[config.mk]
export PLATFORM = sky130hd
export DESIGN_NAME = imem_dmem_arbiter_flat
export DESIGN_NICKNAME = d
export VERILOG_FILES = /design/src/rtl/imem_dmem_arbiter_if.sv /design/src/rtl/imem_dmem_arbiter.sv /design/src/flat_wrapper.sv
export SDC_FILE = /design/constraint.sdc
export NUM_CORES = 1
export LEC_CHECK = 0
export CORE_MARGIN = 4
export CORE_UTILIZATION = 40
export CTS_BUF_LIST = sky130_fd_sc_hd__clkbuf_8
export DETAILED_ROUTE_END_ITERATION = 10
export DONT_BUFFER_PORTS = 1
export MAX_ROUTING_LAYER = met4
export SYNTH_ARGS = -nofsm -noshare
export SYNTH_HDL_FRONTEND = slang
export SYNTH_SLANG_ARGS = --single-unit
export TNS_END_PERCENT = 5
[constraint.sdc]
create_clock -name clk -period 5.8 [get_ports clk]
set_clock_uncertainty 0.1 [all_clocks]
set_input_delay 1.16 -clock clk [delete_from_list [all_inputs] [get_ports clk]]
set_output_delay 1.16 -clock clk [all_outputs]
set_load 0.1 [all_outputs]
[src/rtl/imem_dmem_arbiter_if.sv]
// Request/response and sram bundle shared by the fetch path, the data-memory stage and the sram.
// master: requesters and sram; slave: the arbiter.
interface imem_dmem_arbiter_if #(
  parameter int ADDR_W = 32,
  parameter int DATA_W = 32
);
  logic              if_req;
  logic [ADDR_W-1:0] if_addr;
  logic              if_gnt;
  logic              if_valid;
  logic [DATA_W-1:0] if_rdata;
  logic              if_stall;
  logic              d_req;
  logic              d_we;
  logic [ADDR_W-1:0] d_addr;
  logic [DATA_W-1:0] d_wdata;
  logic              d_gnt;
  logic              d_valid;
  logic [DATA_W-1:0] d_rdata;
  logic              d_stall;
  logic              mem_cs;
  logic              mem_oe;
  logic              mem_we;
  logic [ADDR_W-1:0] mem_addr;
  logic [DATA_W-1:0] mem_din;
  logic [DATA_W-1:0] mem_dout;

  modport master (
    output if_req, if_addr, d_req, d_we, d_addr, d_wdata, mem_dout,
    input  if_gnt, if_valid, if_rdata, if_stall,
    input  d_gnt, d_valid, d_rdata, d_stall,
    input  mem_cs, mem_oe, mem_we, mem_addr, mem_din
  );

  modport slave (
    input  if_req, if_addr, d_req, d_we, d_addr, d_wdata, mem_dout,
    output if_gnt, if_valid, if_rdata, if_stall,
    output d_gnt, d_valid, d_rdata, d_stall,
    output mem_cs, mem_oe, mem_we, mem_addr, mem_din
  );
endinterface

[src/rtl/imem_dmem_arbiter.sv]
// Shares one single-port sram between instruction fetch and data memory.
// ARB_ROUND_ROBIN_EN: alternate the winner on simultaneous requests.
module imem_dmem_arbiter #(
  parameter int ADDR_W  = 32,
  parameter int DATA_W  = 32,
  parameter int MEM_LAT = 2
) (
  input logic clk,
  input logic rst_n,
  imem_dmem_arbiter_if.slave bus
);
  typedef enum logic [1:0] {IDLE, BUSY_I, BUSY_D} state_e;

  state_e            state_q, state_d;
  logic [3:0]        cnt_q, cnt_d;
  logic [ADDR_W-1:0] addr_q, addr_d;
  logic [DATA_W-1:0] wdata_q, wdata_d;
  logic [DATA_W-1:0] ird_q, drd_q;
  logic              we_q, we_d;
  logic              ig_q, ig_d;
  logic              dg_q, dg_d;
  logic              busy, last, done;
  logic              ivld, dvld, store;
  logic              take_d, take_i, d_first;

  assign busy = state_q != IDLE;
  assign last = cnt_q == 4'(MEM_LAT - 1);
  assign done = busy && last;
  assign ivld = (state_q == BUSY_I) && last;
  assign dvld = (state_q == BUSY_D) && last;
  assign store = (state_q == BUSY_D) && we_q;

`ifdef ARB_ROUND_ROBIN_EN
  // set after a data grant: fetch wins the next tie
  logic rr_i_q;
  always_ff @(posedge clk or negedge rst_n) begin
    if (!rst_n) rr_i_q <= 1'b1;
    else if (take_d) rr_i_q <= 1'b1;
    else if (take_i) rr_i_q <= 1'b0;
  end
  assign d_first = !rr_i_q;
`else
  assign d_first = 1'b1;
`endif

  // on completion the other requester goes first
  always_comb begin
    take_d = 1'b0;
    take_i = 1'b0;
    if (!busy) begin
      take_d = bus.d_req && (d_first || !bus.if_req);
      take_i = bus.if_req && !take_d;
    end else if (done) begin
      if (state_q == BUSY_D) begin
        take_i = bus.if_req;
        take_d = bus.d_req && !bus.if_req;
      end else begin
        take_d = bus.d_req;
        take_i = bus.if_req && !bus.d_req;
      end
    end
  end

  always_comb begin
    state_d = state_q;
    cnt_d   = cnt_q;
    addr_d  = addr_q;
    we_d    = we_q;
    wdata_d = wdata_q;
    ig_d    = 1'b0;
    dg_d    = 1'b0;
    if (take_d) begin
      state_d = BUSY_D;
      cnt_d   = '0;
      addr_d  = bus.d_addr;
      we_d    = bus.d_we;
      wdata_d = bus.d_wdata;
      dg_d    = 1'b1;
    end else if (take_i) begin
      state_d = BUSY_I;
      cnt_d   = '0;
      addr_d  = bus.if_addr;
      we_d    = 1'b0;
      ig_d    = 1'b1;
    end else if (done) begin
      state_d = IDLE;
      cnt_d   = '0;
    end else if (busy) begin
      cnt_d = cnt_q + 4'd1;
    end
  end

  always_ff @(posedge clk or negedge rst_n) begin
    if (!rst_n) begin
      state_q <= IDLE;
      cnt_q   <= '0;
      addr_q  <= '0;
      we_q    <= 1'b0;
      wdata_q <= '1;
      ig_q    <= 1'b0;
      dg_q    <= 1'b0;
    end else begin
      state_q <= state_d;
      cnt_q   <= cnt_d;
      addr_q  <= addr_d;
      we_q    <= we_d;
      wdata_q <= wdata_d;
      ig_q    <= ig_d;
      dg_q    <= dg_d;
    end
  end

  always_ff @(posedge clk or negedge rst_n) begin
    if (!rst_n) begin
      ird_q <= '0;
      drd_q <= '0;
    end else begin
      if (ivld) ird_q <= bus.mem_dout;
      if (dvld && !we_q) drd_q <= bus.mem_dout;
    end
  end

  assign bus.mem_cs   = busy;
  assign bus.mem_we   = store;
  assign bus.mem_oe   = busy && !store;
  assign bus.mem_addr = busy ? addr_q : '0;
  assign bus.mem_din  = store ? wdata_q : '1;

  assign bus.if_gnt   = ig_q;
  assign bus.d_gnt    = dg_q;
  assign bus.if_valid = ivld;
  assign bus.d_valid  = dvld;
  assign bus.if_rdata = ivld ? bus.mem_dout : ird_q;
  assign bus.d_rdata  = (dvld && !we_q) ? bus.mem_dout : drd_q;
  assign bus.if_stall = bus.if_req && !ivld;
  assign bus.d_stall  = bus.d_req && !dvld;
endmodule

[src/flat_wrapper.sv]
// flat-port wrapper written by rule: the top's interface ports become plain ports
module imem_dmem_arbiter_flat 
#(
  parameter int ADDR_W  = 32,
  parameter int DATA_W  = 32,
  parameter int MEM_LAT = 2
)
  (clk, rst_n, bus_if_req, bus_if_addr, bus_d_req, bus_d_we, bus_d_addr, bus_d_wdata, bus_mem_dout, bus_if_gnt, bus_if_valid, bus_if_rdata, bus_if_stall, bus_d_gnt, bus_d_valid, bus_d_rdata, bus_d_stall, bus_mem_cs, bus_mem_oe, bus_mem_we, bus_mem_addr, bus_mem_din);
  imem_dmem_arbiter_if #(.ADDR_W(ADDR_W), .DATA_W(DATA_W)) bus_i ();
  input logic clk;
  input logic rst_n;
  input wire logic [$bits(bus_i.if_req)-1:0] bus_if_req;
  input wire logic [$bits(bus_i.if_addr)-1:0] bus_if_addr;
  input wire logic [$bits(bus_i.d_req)-1:0] bus_d_req;
  input wire logic [$bits(bus_i.d_we)-1:0] bus_d_we;
  input wire logic [$bits(bus_i.d_addr)-1:0] bus_d_addr;
  input wire logic [$bits(bus_i.d_wdata)-1:0] bus_d_wdata;
  input wire logic [$bits(bus_i.mem_dout)-1:0] bus_mem_dout;
  output wire logic [$bits(bus_i.if_gnt)-1:0] bus_if_gnt;
  output wire logic [$bits(bus_i.if_valid)-1:0] bus_if_valid;
  output wire logic [$bits(bus_i.if_rdata)-1:0] bus_if_rdata;
  output wire logic [$bits(bus_i.if_stall)-1:0] bus_if_stall;
  output wire logic [$bits(bus_i.d_gnt)-1:0] bus_d_gnt;
  output wire logic [$bits(bus_i.d_valid)-1:0] bus_d_valid;
  output wire logic [$bits(bus_i.d_rdata)-1:0] bus_d_rdata;
  output wire logic [$bits(bus_i.d_stall)-1:0] bus_d_stall;
  output wire logic [$bits(bus_i.mem_cs)-1:0] bus_mem_cs;
  output wire logic [$bits(bus_i.mem_oe)-1:0] bus_mem_oe;
  output wire logic [$bits(bus_i.mem_we)-1:0] bus_mem_we;
  output wire logic [$bits(bus_i.mem_addr)-1:0] bus_mem_addr;
  output wire logic [$bits(bus_i.mem_din)-1:0] bus_mem_din;
  assign bus_i.if_req = bus_if_req;
  assign bus_i.if_addr = bus_if_addr;
  assign bus_i.d_req = bus_d_req;
  assign bus_i.d_we = bus_d_we;
  assign bus_i.d_addr = bus_d_addr;
  assign bus_i.d_wdata = bus_d_wdata;
  assign bus_i.mem_dout = bus_mem_dout;
  assign bus_if_gnt = bus_i.if_gnt;
  assign bus_if_valid = bus_i.if_valid;
  assign bus_if_rdata = bus_i.if_rdata;
  assign bus_if_stall = bus_i.if_stall;
  assign bus_d_gnt = bus_i.d_gnt;
  assign bus_d_valid = bus_i.d_valid;
  assign bus_d_rdata = bus_i.d_rdata;
  assign bus_d_stall = bus_i.d_stall;
  assign bus_mem_cs = bus_i.mem_cs;
  assign bus_mem_oe = bus_i.mem_oe;
  assign bus_mem_we = bus_i.mem_we;
  assign bus_mem_addr = bus_i.mem_addr;
  assign bus_mem_din = bus_i.mem_din;
  imem_dmem_arbiter #(.ADDR_W(ADDR_W), .DATA_W(DATA_W), .MEM_LAT(MEM_LAT)) u_core (.clk(clk), .rst_n(rst_n), .bus(bus_i));
endmodule
==> flow_summary.yaml <==
synth:
  syn_avg_cell_area_sq_um: 12.3
  ys_seq_area_frac: 0.542
  yosys.cell_count.top_type: "dfrtp_1"
  ys_types: 38
  syn_area_sq_mm: 0.00640
  ys_warn_count: 0
  syn_inst: 521
  ys_ff_latch: 137
  synthArstFlopShare: 1.00
  synthTopCellsByArea: "dfrtp_1, mux2_2, dfstp_2"
  synthFlopType: "dfrtp_1"
  synth_top_area_frac: 0.411
  yosysTopAreaCell: "dfrtp_1"
  syn_nets: 656
  synth_edf_count: 0
  synth_common_cells: "dfrtp_1, mux2_2, nor2b_1, and2_1, or3_1"
grt:
  overflow: 0
  grt_pass1_vias: 4342
  grt_max_degree: 138
  grt_pass1_wl_microns: 24500
  track_usage: 0.179
  antenna_found_initial: 2
final_layout:
  drive_above_1_share: 0.343
  finalInstanceArea_sq_mm: 0.00693
  fin_util: 0.449
  area_growth_pct: 8.35
  finalNetCount: 638
  nFillCells: 1453
floorplanning:
  core_sq_mm: 0.0154
  die_w_microns: 134
  die_area_sq_mm: 0.0181
  row_count: 45
  start_util: 0.415
  io_pins: 270
  die_h_microns: 134
sta:
  slew_violations: 0
  period_needed_ns: 4.44
  finalSetupTns_ns: 0
  slew_headroom: 0.135
  fin_crit_sh: 0.765
  fin_ws_ns: 1.36
  worst_pin_slew_ns: 1.30
  fmax_mhz: 225
  hold_viol: 0
  setup_viol: 0
  rsz0062_at_grt: "no"
detailed_routing:
  routed_via_density: 5.56
  drc: 0
  ant_nets: 0
  wl_per_cell_microns: 21.6
  wl_microns: 15700
  initialDrtViolationCount: 217
  vias: 4054
  drt_pass1_iterations: 4
place:
  detailed_place_hpwl_microns: 10900
  port_buffers: 0
  dpl_cell_area_sq_mm: 0.00655
  pre_cts_ws_ns: 1.80
  gp_congestion: 0.766
cts:
  cts_tree: "built"
  h-tree-depth: 4
  clockBufferDepth: 2
  cts-root-buf: "clkbuf_8"
  clk_latency_ns: 0.44
  clkTransAtPathRegs_ns: 0.09
  cts.sinks: 137
  cts_resized: 0
  cts_setup_buffers: 0
  cts_made_buffers: 17
  cts_hold_buffers: 0
critical_path:
  worstPathRequired_ns: 4.54
  end_kind: "output port"
  critPathLaunchType: "register"
  crit_type: "reg -> out"
  reg2reg_slack_ns: 2.81
  cp.arrival_ns: 3.18
  worstPathMaxFanout: 23
run:
  drv_cap: 0
worst_hold_path:
  min_path_type: "in -> async"
run_status:
  status: "completed"
==> kinds of logic after synthesis <==
| kind of cell | Yosys count | synth area share |
|---|---|---|
| and+or+nand+nor | 153 | 0.142 |
| DFF | 137 | 0.542 |
| muxes | 96 | 0.169 |
| AOI/OAI and AO/OA | 79 | 0.105 |
| buffers and inverters | 54 | 0.0379 |
| adders and majority gates | 2 | 0.00391 |
==> final timing paths <==
path / start / endpoint / cells past startpoint
max: u_core.cnt_q[1] / bus_if_valid / 6
min: rst_n / u_core.addr_q[16] / 0
max reg2reg: u_core.cnt_q[1] / u_core.ird_q[24] / 6
min reg2reg: u_core.addr_q[3] / u_core.addr_q[3] / 1
max in group asynchronous: rst_n / u_core.wdata_q[0] / 0
min in group clk: u_core.addr_q[3] / u_core.addr_q[3] / 1
==> state kept, by name, summed over array words and instances, names as in the netlist <==
register,count
u_core.wdata_q,32
u_core.drd_q,32
u_core.we_q,1
u_core.bus.if_gnt,1
u_core.ird_q,32
u_core.cnt_q,4
u_core.state_q,2
u_core.addr_q,32
u_core.bus.d_gnt,1
==> area by class of cell <==
cell class | instances | area (sq um) | area share
Inverter | 7 | 26.3 | 0.00379
Sequential cell | 137 | 3470 | 0.500
Multi-Input combinational cell | 330 | 2710 | 0.391
Timing Repair Buffer | 10 | 75.1 | 0.0108
Tap cell | 211 | 264 | 0.0381
Clock inverter | 14 | 135 | 0.0195
Clock buffer | 18 | 248 | 0.0357
Antenna cell | 2 | 5.00 | 0.000722
==> placed cells by master, fill, tap and decap left out, types with 4 or more instances in the layout <==
cell type / instances
dfrtp_1: 105
mux2_2: 94
and2_1: 33
or3_1: 33
nor2b_1: 33
a21boi_0: 32
nor3_1: 32
o32a_1: 32
dfstp_2: 32
clkbuf_8: 18
buf_4: 10
inv_1: 9
nor2_2: 4
nand2_1: 4
==> stage by stage <==
| step | hold slack [ns] | cells |
|---|---|---|
| 4_1_cts | 0.264 | 727 |
| 2_1_floorplan | 0.362 | 521 |
| 3_5_place_dp | 0.379 | 695 |
| 6_report | 0.306 | 729 |
| 3_3_place_gp | 0.371 | 695 |
| 5_1_grt | 0.253 | 729 |
==> layer usage <==
| layer | GRT usage | wire length (microns) | vias to the layer above |
|---|---|---|---|
| li1 | - | - | 1829 |
| met1 | 0.216 | 6480 | 2027 |
| met2 | 0.287 | 7950 | 172 |
| met3 | 0.0533 | 957 | 26 |
| met4 | 0.0650 | 328 | 0 |
| met5 | - | 0 | - |
==> worst max-delay path, stage by stage, from the launching register on <==
cell and delay [ns]:
dfrtp_1 0.42, inv_1 0.07, ha_1 0.15, nor3b_1 0.57
nand3b_2 0.49, buf_4 0.39, inv_1 0.64
Power is not shown: default switching activity piles up to over one toggle a cycle in this logic, so the estimate is an artifact.
